==> config.mk <==
export PLATFORM = sky130hd
export DESIGN_NAME = bp_access_scheduler
export DESIGN_NICKNAME = d
export VERILOG_FILES = /design/src/rtl/bp_sched_pkg.sv /design/src/rtl/bp_upd_fifo.sv /design/src/rtl/bp_access_scheduler.sv
export SDC_FILE = /design/constraint.sdc
export NUM_CORES = 1
export LEC_CHECK = 0
export BUFFER_PORTS_ARGS = -buffer_cell sky130_fd_sc_hd__buf_4
export CORE_UTILIZATION = 35
export DETAILED_ROUTE_END_ITERATION = 12
export PLACE_DENSITY_LB_ADDON = 0.05
export SKIP_LAST_GASP = 1
export SLEW_MARGIN = 40
export SYNTH_ARGS = -nofsm -noshare
export SYNTH_HDL_FRONTEND = slang
export SYNTH_SLANG_ARGS = --single-unit
==> constraint.sdc <==
create_clock -name clk -period 6.8 [get_ports clk]
set_clock_uncertainty 0.1 [all_clocks]
set_input_delay 1.36 -clock clk [delete_from_list [all_inputs] [get_ports clk]]
set_output_delay 1.36 -clock clk [all_outputs]
set_load 0.02 [all_outputs]
==> src/rtl/bp_sched_pkg.sv <==
// bp_sched_pkg: shared state enum, update-entry type and parameter defaults for bp_access_scheduler
package bp_sched_pkg;
  localparam int IP_W_DEF = 64;
  localparam int QDEPTH_DEF = 4;
  localparam int STARVE_LIM_DEF = 8;
  localparam int IP_W_MAX = 64;
  typedef enum logic {NORMAL, DRAIN} sched_state_t;
  typedef struct packed {
    logic [IP_W_MAX-1:0] ip;
    logic                taken;
  } upd_entry_t;
endpackage

==> src/rtl/bp_upd_fifo.sv <==
// bp_upd_fifo: update queue in front of the predictor table, power-of-two depth
// Ports: clk, reset_n (async, active-low); push/din write the tail; pop retires head;
//        count is occupancy; full/empty are derived from count.
module bp_upd_fifo
  import bp_sched_pkg::*;
#(
  parameter int DEPTH = QDEPTH_DEF,
  localparam int AW = $clog2(DEPTH)
) (
  input  logic         clk,
  input  logic         reset_n,
  input  logic         push,
  input  logic         pop,
  input  upd_entry_t   din,
  output upd_entry_t   head,
  output logic [AW:0]  count,
  output logic         full,
  output logic         empty
);
  upd_entry_t mem [DEPTH];
  logic [AW-1:0] wr_ptr, rd_ptr;
  assign head = mem[rd_ptr];
  assign full = count == (AW+1)'(DEPTH);
  assign empty = count == '0;
  always_ff @(posedge clk or negedge reset_n)
    if (!reset_n) begin
      wr_ptr <= '0;
      rd_ptr <= '0;
      count <= '0;
    end else begin
      if (push) wr_ptr <= wr_ptr + 1'b1;
      if (pop) rd_ptr <= rd_ptr + 1'b1;
      count <= count + (AW+1)'(push) - (AW+1)'(pop);
    end
  always_ff @(posedge clk)
    if (push) mem[wr_ptr] <= din;
endmodule

==> src/rtl/bp_access_scheduler.sv <==
// bp_access_scheduler: arbitrates fetch lookups and queued updates onto a single-port predictor table
// Ports: clk, reset_n (async, active-low); lk_valid/lk_ip/lk_ready lookup request and grant;
//        lk_pred_valid/lk_pred registered prediction; upd_valid/upd_ip/upd_taken/upd_ready update push;
//        tbl_en/tbl_we/tbl_ip/tbl_taken/tbl_pred table access; q_count queue occupancy.
// Config: define BP_STARVE_GUARD_EN to force an update after STARVE_LIM lookups while updates wait.
module bp_access_scheduler
  import bp_sched_pkg::*;
#(
  parameter int IP_W = IP_W_DEF,
  parameter int QDEPTH = QDEPTH_DEF,
  parameter int STARVE_LIM = STARVE_LIM_DEF,
  localparam int CW = $clog2(QDEPTH) + 1
) (
  input  logic            clk,
  input  logic            reset_n,
  input  logic            lk_valid,
  input  logic [IP_W-1:0] lk_ip,
  output logic            lk_ready,
  output logic            lk_pred_valid,
  output logic            lk_pred,
  input  logic            upd_valid,
  input  logic [IP_W-1:0] upd_ip,
  input  logic            upd_taken,
  output logic            upd_ready,
  output logic            tbl_en,
  output logic            tbl_we,
  output logic [IP_W-1:0] tbl_ip,
  output logic            tbl_taken,
  input  logic            tbl_pred,
  output logic [CW-1:0]   q_count
);
  localparam logic [CW-1:0] FULL_CNT = CW'(QDEPTH);
  localparam logic [CW-1:0] HALF_CNT = CW'(QDEPTH / 2);
  sched_state_t state, state_nxt;
  upd_entry_t push_entry, head;
  logic alive, push, full, empty, upd_grant, lk_grant, starved;
  logic [CW-1:0] cnt_nxt;
  // alive gates every grant so outputs drop the instant reset asserts and resume on the first edge after release
  assign upd_ready = alive && !full;
  assign push = upd_valid && upd_ready;
  assign cnt_nxt = q_count + CW'(push) - CW'(upd_grant);
  always_comb begin
    push_entry = '0;
    push_entry.ip[IP_W-1:0] = upd_ip;
    push_entry.taken = upd_taken;
  end
  bp_upd_fifo #(.DEPTH(QDEPTH)) u_fifo (
    .clk(clk), .reset_n(reset_n), .push(push), .pop(upd_grant), .din(push_entry),
    .head(head), .count(q_count), .full(full), .empty(empty)
  );
  always_comb begin
    upd_grant = alive && !empty && (state == DRAIN || !lk_valid || starved);
    lk_grant = alive && state == NORMAL && lk_valid && !upd_grant;
    state_nxt = state == NORMAL ? (cnt_nxt == FULL_CNT ? DRAIN : NORMAL)
                                : (cnt_nxt <= HALF_CNT ? NORMAL : DRAIN);
  end
  assign lk_ready = lk_grant;
  assign tbl_en = upd_grant || lk_grant;
  assign tbl_we = upd_grant;
  assign tbl_ip = upd_grant ? head.ip[IP_W-1:0] : lk_grant ? lk_ip : '0;
  assign tbl_taken = upd_grant && head.taken;
  always_ff @(posedge clk or negedge reset_n)
    if (!reset_n) begin
      state <= NORMAL;
      alive <= 1'b0;
      lk_pred_valid <= 1'b0;
      lk_pred <= 1'b0;
    end else begin
      state <= state_nxt;
      alive <= 1'b1;
      lk_pred_valid <= lk_grant;
      if (lk_grant) lk_pred <= tbl_pred;
    end
`ifdef BP_STARVE_GUARD_EN
  localparam int SW = $clog2(STARVE_LIM + 1);
  localparam logic [SW-1:0] LIM = SW'(STARVE_LIM);
  logic [SW-1:0] starve;
  assign starved = starve == LIM;
  always_ff @(posedge clk or negedge reset_n)
    if (!reset_n) starve <= '0;
    else if (upd_grant || empty) starve <= '0;
    else if (lk_grant && !starved) starve <= starve + 1'b1;
`else
  // without the guard updates wait for an idle lookup cycle or DRAIN; STARVE_LIM is inert
  assign starved = STARVE_LIM < 0;
`endif
endmodule
Word level (Yosys, flattened, before mapping). Memories as Yosys holds them, arrays and structs flattened. Index checks and enable logic that the tools add are counted.

Register bits: 11. RAM bits: 260. Bits of input ports: 134. Logic and storage cells: 38. Memories: 1.

Add/sub/neg operators: 4. $lt $le $gt $ge: 1. Equality and inequality tests: 2. Mux-type cells: 7. Bitwise logic cells: 1. Reductions and logical operators: 15.

Memory list: u_fifo.mem (depth 4, bits a word 65, read ports 1, clocked after memory_dff 0, wr ports 1, RTL line bp_upd_fifo.sv:20) `upd_entry_t mem [DEPTH];`.

Operators with widths (count): $mux W64 (2); $logic_and A1 B1 Y1 (8); $eq A3 B3 Y1 const B (2); $mux W1 (5); $add A2 B1 Y2 const B (2); $logic_not A1 Y1 (4); $add A3 B1 Y3 (1); $le A3 B2 Y1 const B (1); $logic_not A3 Y1 (1); $sub A3 B1 Y3 (1); $logic_or A1 B1 Y1 (2); $not A1 Y1 (1).

Longest topological paths before layout. Gate-level depths: netlist of run 1.

Depth in word-level cells: 9. Depth in mapped cells: 11. Mapped depth without buffers: 10.

Hierarchy. Synthesis of run 1 repeated with hierarchy kept, for this count alone.

Cells, all modules: 623. Area, all modules: 11263.3 sq um.

By module, submodules not included: bp_upd_fifo (instances 1, cells an instance 374, area an instance 9803.2 sq um); bp_access_scheduler (instances 1, cells an instance 249, area an instance 1460.2 sq um).

Least setup slack after synthesis of run 1. Ideal clock, no wire load.

Kind: input to output. Start point: in lk_valid. End point: out tbl_ip[54]. Arrival: 2440 ps. Data required time: 5340 ps. Slack: 2900 ps. Cell stages on the path: 5. Buffers on the path: 1. Cells stage by stage: nor2b_1 -> nand2_1 -> inv_1 -> clkbuf_1 -> a22o_1.

Cells in the longest elaborated chain, start to end: 7.

Ends and longest elaborated chain: from (decl) (RTL line bp_access_scheduler.sv:16) `input logic lk_valid,`; $logic_not A1 Y1 (RTL line bp_access_scheduler.sv:52) `upd_grant = alive && !empty && (state == DRAIN || !lk_valid || starved);`; $logic_or A1 B1 Y1 (RTL line bp_access_scheduler.sv:52); $logic_and A1 B1 Y1 (RTL line bp_access_scheduler.sv:52); $logic_not A1 Y1 (RTL line bp_access_scheduler.sv:53) `lk_grant = alive && state == NORMAL && lk_valid && !upd_grant;`; $logic_and A1 B1 Y1 (*) (RTL line bp_access_scheduler.sv:53); named net lk_ready (RTL line bp_access_scheduler.sv:18) `output logic lk_ready,`; $mux W64 (*) (2 in a row) (RTL line bp_access_scheduler.sv:60) `assign tbl_ip = upd_grant ? head.ip[IP_W-1:0] : lk_grant ? lk_ip : '0;`; to (decl) (RTL line bp_access_scheduler.sv:27) `output logic [IP_W-1:0] tbl_ip,`.

The timed path passes the listed nets; every way through them passes the cells marked *.

Worst setup path after layout of run 1.
Start point: in lk_valid. End point: out tbl_taken.

Cells in the longest elaborated chain, start to end: 4.

Ends and longest elaborated chain: $logic_not A1 Y1 (RTL line bp_access_scheduler.sv:52); $logic_or A1 B1 Y1 (RTL line bp_access_scheduler.sv:52); $logic_and A1 B1 Y1 (RTL line bp_access_scheduler.sv:52); $logic_and A1 B1 Y1 (RTL line bp_access_scheduler.sv:61) `assign tbl_taken = upd_grant && head.taken;`; to (decl) (RTL line bp_access_scheduler.sv:28) `output logic tbl_taken,`.

No other way between the ends.

==> results.toml, run 1 <==
[outcome]
status = "finished, final reports clean"

[sta]
slew_headroom_pct = 51.6
hold_violations = 0
period_needed_ns = 4.65
setup_tns_ns = 0
rsz0062_at_grt = "no"
tightest_slew_ns = 0.725
fin_crit_sh_pct = 68.3
setup_viol = 0
fmax_ghz = 0.215
timing.final.ws_setup_ns = 2.15
slew_viol_final = 0

[min_path]
hold_path_end = "lk_pred$_DFFE_PN0P_"
hold_class = "reg -> reg"
min-delay-start = "lk_pred$_DFFE_PN0P_"
hold_depth = 1

[final_layout]
fin_area_um2 = 13600
drive_gt1_share_pct = 46.6
nets = 832
n_antenna_cell = 0
area_delta_synth_final_pct = 27.8

[placement]
dpl.hpwl_um = 14100
io_buffers = 207
dpl_cell_area_um2 = 12700
place_congestion = 0.703
preCtsSetupSlack_ns = 2.11

[yosys]
synth_flop_cell = "edfxtp_1"
synth_most_common_cell = "edfxtp_1"
synth_compound_area_share_pct = 5.73
yosys_warnings = 0
synth_common_cells = "edfxtp_1 (260), a22o_1 (65), mux4_2 (65)"
synthesis.area_um2 = 10600
synth_cells = 468
yosys.area_share.simple_pct = 0.590
synth.mux.area_fraction_pct = 14.0
yosysTopAreaCellShare_pct = 73.6
async_flop_share_pct = 4.06
synth-seq-cells = 271
synth_edf_count = 260
synth.area.top_cells = "edfxtp_1 (74%), mux4_2 (14%), a22o_1 (5.4%)"
synth_nets = 609
synth_top_family_by_area = "multiplexers"
synth_cell_types = 25
ys_seq_area_share_pct = 76.2
syn_area_per_cell_um2 = 22.7
synthAdderAreaFrac_pct = 0.896
yosys.area.top_type = "edfxtp_1"
synthXorXnorAreaFrac_pct = 0.413

[die]
design.die.area_um2 = 31000
die_h_um = 176
io_pins = 208
core_area_um2 = 29700
rows = 63
start_util_pct = 35.7
dieWidth_um = 176

[routing]
wirelength_um = 22600
wl_per_cell_um = 20.5
drt_iter0_drc = 256
ant_nets = 0
dr.pass1.iters = 5
drcViolationCount = 0
vias = 5397
vias_per_cell = 4.90

[clock_tree]
cts_max_level = 1
ctsResizeCount = 0
postCtsSetupRepairBufs = 0
cts_tree = "yes"
root_buffer = "clkbuf_16"
cts_buffer_depth = 3
clk_latency_ns = 0.53
cts_hold_buf = 0
path_clk_slew_ns = 0.06
cts-buffers-inserted = 29
cts.sinks = 271

[global_routing]
grt_pass1_vias = 5903
gr-total-overflow = 0
antenna_found_initial = 0
grt_pass1_wl_um = 34200
grt_max_degree = 45
grt_usage_pct = 14.7

[setup_path]
cpMostUsedCell = "buf_4"
cp_cell_sequence = "buf_4 > nor2b_1 > nor2_4 > buf_4 > and2_1 > buf_4"
rrSetupSlack_ns = 3.27
reg2reg_from = "u_fifo.count[1]$_DFF_PN0_"
arrival_ns = 3.19
crit_path_top_delay_cell = "nor2_4"
setup.worst_path.start = "lk_valid"
reg2reg_to = "state$_DFF_PN0_"
cp_max_fo = 44
crit_path_start_kind = "input port"
critical_path_class = "in -> out"
required_ns = 5.34
slowest_delay_ns = 0.59
endpoint_kind = "output pin"
r2r_cells = 11

[power_and_ir_drop]
ir_drop_uv = 206
leakage_nw = 4.85
powerDensity_nw_per_um2 = 381

[job]
cap_violations = 0
==> report_power, final <==
part | internal [mW] | total (mW) | switching (mW)
sequential | 2.04 | 2.12 | 0.0805
combinational | 0.802 | 1.64 | 0.841
clock | 0.814 | 1.40 | 0.586
total | 3.66 | 5.17 | 1.51
==> metal layers <==
layer | GRT usage, % | vias up | routed length, um
met1 | 18.9 | 2761 | 9460
li1 | - | 2445 | -
met4 | 3.73 | 0 | 390
met2 | 25.5 | 160 | 11300
met3 | 2.89 | 31 | 1480
met5 | 0 | - | 0
==> per-stage QoR <==
stage / hold WS (ns) / util, % / instances / power, mW
2_1_floorplan: 0.382 / - / 468 / 3.27
3_3_place_gp: 0.396 / 42.1 / 1040 / 3.78
3_5_place_dp: 0.412 / 42.8 / 1050 / 3.85
4_1_cts: 0.431 / 45.6 / 1101 / 5.27
5_1_grt: 0.464 / 45.6 / 1101 / 5.43
6_report: 0.424 / 45.6 / 1101 / 5.17
==> kinds of logic (layout without fill, tap and decap cells) <==
kind of cell,Yosys count,in the layout
other,1,1
XOR/XNOR,5,5
AND/OR/NAND/NOR,11,11
AO/OA/AOI/OAI,69,69
adder cells (fa/ha/maj),7,7
multiplexers,67,67
buffers and inverters,37,280
flip-flops,271,271
==> area by class of cell <==
cell class,count,area [um2]
Sequential cell,271,8090
Clock buffer,37,756
Timing Repair Buffer,221,1790
Fill cell,2564,16200
Inverter,8,30.0
Tap cell,390,488
Multi-Input combinational cell,160,2320
Clock inverter,14,90.1
==> worst max path at each step <==
stage,slack [ns],depth (start not counted),to
floorplan,2.90,5,tbl_ip[54]
global placement,2.17,6,tbl_ip[54]
detailed placement,2.11,6,tbl_ip[51]
CTS,2.10,6,tbl_ip[51]
global route,1.95,7,tbl_ip[50]
finish,2.15,6,tbl_taken
==> placed cells by master (no fill, tap or decap), types with 2 or more instances in the layout <==
| cell | netlist | layout |
|---|---|---|
| clkinv_1 | 0 | 9 |
| and2_4 | 0 | 4 |
| nand2_1 | 2 | 2 |
| inv_1 | 8 | 7 |
| xor2_1 | 2 | 2 |
| buf_4 | 0 | 210 |
| clkbuf_1 | 6 | 8 |
| mux2_2 | 2 | 2 |
| buf_12 | 3 | 10 |
| xnor2_1 | 3 | 3 |
| mux4_2 | 65 | 65 |
| dfrtp_4 | 0 | 2 |
| clkinv_2 | 0 | 2 |
| dfrtp_1 | 11 | 9 |
| edfxtp_1 | 260 | 260 |
| nor2b_1 | 2 | 2 |
| a22o_1 | 65 | 65 |
| ha_1 | 6 | 6 |
| clkbuf_16 | 0 | 29 |
==> worst max-delay path, delay by kind of cell <==
family,cells,cell delay (ns)
and+or+nand+nor,3,0.97
buffers and inverters,3,0.80
==> registers in the layout, indices dropped and copies added (netlist names) <==
name and flops:
u_fifo.mem 260, u_fifo.wr_ptr 2, lk_pred_valid 1, alive 1, u_fifo.rd_ptr 2, u_fifo.count 3
state 1, lk_pred 1
Note: power is estimated with default switching activity, not from simulation.
==> run 2, diff against run 1 <==
--- a/config.mk
+++ b/config.mk
@@ -5,6 +5,7 @@
 export SDC_FILE = /design/constraint.sdc
 export NUM_CORES = 1
 export LEC_CHECK = 0
+export ABC_AREA = 1
 export BUFFER_PORTS_ARGS = -buffer_cell sky130_fd_sc_hd__buf_4
 export CORE_UTILIZATION = 35
 export DETAILED_ROUTE_END_ITERATION = 12
==> constraint.sdc (replaced) <==
create_clock -name clk -period 3.7 [get_ports clk]
set_clock_uncertainty 0.1 [all_clocks]
set_input_delay 0.74 -clock clk [delete_from_list [all_inputs] [get_ports clk]]
set_output_delay 0.74 -clock clk [all_outputs]
set_load 0.02 [all_outputs]
==> results.toml, run 2 <==
[yosys]
synth_most_common_cell = "nand2_1"
ys_seq_area_share_pct = 65.3
synth_cell_types = 22
yosysTopAreaCellShare_pct = 63.1
yosys_warnings = 0
synth_common_cells = "nand2_1 (535), inv_1 (272), edfxtp_1 (260)"
synth_cells = 1299
synth_nets = 1440
synthesis.area_um2 = 12400
synth_edf_count = 260
syn_area_per_cell_um2 = 9.52
yosys.area.top_type = "edfxtp_1"
synth.area.top_cells = "edfxtp_1 (63%), nand2_1 (16%), inv_1 (8.3%)"
synth-seq-cells = 271
synth_flop_cell = "edfxtp_1"
async_flop_share_pct = 4.06

[final_layout]
largest_reg_flops = 260
final_util_pct = 44.1
final_cells = 1978
fin_area_um2 = 15300
regMostFlops = "u_fifo.mem"
drive_gt1_share_pct = 18.0
final_cell_mix = "nand2_1 (535), inv_1 (272), edfxtp_1 (260)"
seqCellArea_um2 = 8090
area_delta_synth_final_pct = 23.4
nets = 1641
num-fill-cells = 3332
top_regs = "u_fifo.mem (260), u_fifo.count (3)"
multiInputGateArea_um2 = 2900
layout.cells.most_common = "nand2_1"

[clock_tree]
cts_buffer_depth = 3
cts.sinks = 271
path_clk_slew_ns = 0.06
ctsResizeCount = 0
root_buffer = "clkbuf_16"
postCtsSetupRepairBufs = 0
cts_max_level = 1
cts-buffers-inserted = 30
cts_tree = "yes"
clk_latency_ns = 0.54

[power_and_ir_drop]
comb_power_share_pct = 35.9
switchingPower_mw = 3.68
power.share.clock_pct = 26.5
p_sw_share_pct = 36.0
leakage_nw = 7.30
power_frac_seq_pct = 37.5
ir_drop_uv = 522
power.internal_mw = 6.55
power_mw = 10.2
powerDensity_nw_per_um2 = 670

[sta]
timing.final.ws_setup_ns = 0.608
setup_viol = 0
fin_crit_sh_pct = 83.6
slew_viol_final = 0
hold_violations = 0
rsz0062_at_grt = "no"
fmax_ghz = 0.323
period_needed_ns = 3.09
slew_headroom_pct = 53.3
tightest_slew_ns = 0.701

[global_routing]
grt_pass1_vias = 8137
antenna_found_initial = 1
gr-total-overflow = 0
grt_usage_pct = 16.1
grt_max_degree = 133
grt_pass1_wl_um = 44800

[placement]
dpl_cell_area_um2 = 14400
io_buffers = 207
dp_cells = 1922
preCtsSetupSlack_ns = 0.735
place_congestion = 0.696
dpl.hpwl_um = 16100

[setup_path]
crit_path_start_kind = "flip-flop"
arrival_ns = 2.25
rrSetupSlack_ns = 1.23
critPathBufInv = 3
cp_max_fo = 21
critical_path_class = "reg -> out"
cp_cell_sequence = "inv_2 > buf_4 > nand3_1 > nand2_1 > nand2_1 > nand2_1 > buf_4"
endpoint_kind = "output pin"
cp_top_family = "buffers and inverters"
slowest_delay_ns = 0.42
reg2reg_to = "state$_DFF_PN0_"
reg2reg_from = "u_fifo.count[1]$_DFF_PN0_"
r2r_cells = 14
cpMostUsedCell = "nand2_1"
required_ns = 2.86
crit_path_top_delay_cell = "inv_2"

[routing]
vias = 8448
wl_per_cell_um = 14.3
vias_per_cell = 4.27
drcViolationCount = 0
wirelength_um = 28400
drt_iter0_drc = 352
ant_nets = 0
dr.pass1.iters = 6

[min_path]
hold_depth = 1
min-delay-start = "upd_ip[1]"
hold_class = "in -> reg"
hold_path_end = "u_fifo.mem[2][2]$_DFFE_PP_"

[die]
die_h_um = 190
dieWidth_um = 190
design.die.area_um2 = 36100
core_area_um2 = 34600
rows = 68
start_util_pct = 35.7
io_pins = 208

[job]
cap_violations = 0

[outcome]
status = "finished, final reports clean"
[run 2: changes by cell type in the layout (fill, tap and decap cells not counted), moves of 10 or more]
cell,before,now
nand2_1,2,535
a22o_1,65,0
nand3_1,0,131
buf_4,210,220
mux4_2,65,0
inv_1,7,272
[run 2: cells by family (layout without fill, tap and decap cells)]
family                   count (synthesis)  count (layout)  share of synthesized area (%)
XOR/XNOR                                 1               1                         0.0708
other                                    1               2                         0.0303
buffers and inverters                  335             558                           11.4
flip-flops                             271             271                           65.3
AND/OR/NAND/NOR                        678             678                           22.1
adder cells (fa/ha/maj)                  7               7                          0.769
AO/OA/AOI/OAI                            6               6                          0.243
[run 2: cell type report]
class | count | area share (%)
Sequential cell | 271 | 53.0
Multi-Input combinational cell | 693 | 19.0
Timing Repair Buffer | 227 | 11.6
Inverter | 277 | 6.83
Clock buffer | 41 | 5.33
Tap cell | 455 | 3.73
Clock inverter | 13 | 0.500
Antenna cell | 1 | 0.0164
[run 2: per-layer routing]
metal  up-vias  GRT usage, %  part of all wire, %
met2       161          28.1                   49
met1      3846          20.7                   45
li1       4406             -                    -
met5         -             0                    0
met4         0          3.60                  1.6
met3        35          2.62                  4.5
[run 2: metrics by stage]
| stage | TNS (ns) | hold WS, ns |
|---|---|---|
| after floorplan | -145.86 | 0.344 |
| after global placement | 0 | 0.370 |
| after detailed placement | 0 | 0.370 |
| after CTS | 0 | 0.263 |
| after global routing | 0 | 0.263 |
| final | 0 | 0.295 |
[run 2: power by group through the flow]
stage	logic, mW	registers [mW]	clock network (mW)
finish	3.68	3.84	2.72
global route	4.18	3.87	2.92
CTS	3.80	3.84	2.80
detailed placement	3.79	3.90	0
global placement	3.78	3.90	0
floorplan	2.48	3.92	0
[run 2: repair_timing]
item | 4_1_cts | 5_1_grt
hold buffers | 1 | 0
endpoints found under the hold margin | 11 | 0
endpoints found under the setup margin | 0 | 0
[run 2: worst max-delay path by stage]
stage	startpoint	endpoint	slack [ns]	cells past startpoint
2_1_floorplan	upd_valid	u_fifo.mem[0][0]$_DFFE_PP_	-0.56	2
3_3_place_gp	lk_valid	tbl_ip[25]	0.74	8
3_5_place_dp	lk_valid	tbl_ip[25]	0.74	8
4_1_cts	u_fifo.rd_ptr[1]$_DFFE_PN0P_	tbl_ip[3]	0.53	7
5_1_grt	u_fifo.rd_ptr[1]$_DFFE_PN0P_	tbl_ip[29]	0.40	7
6_report	u_fifo.rd_ptr[1]$_DFFE_PN0P_	tbl_ip[3]	0.61	7
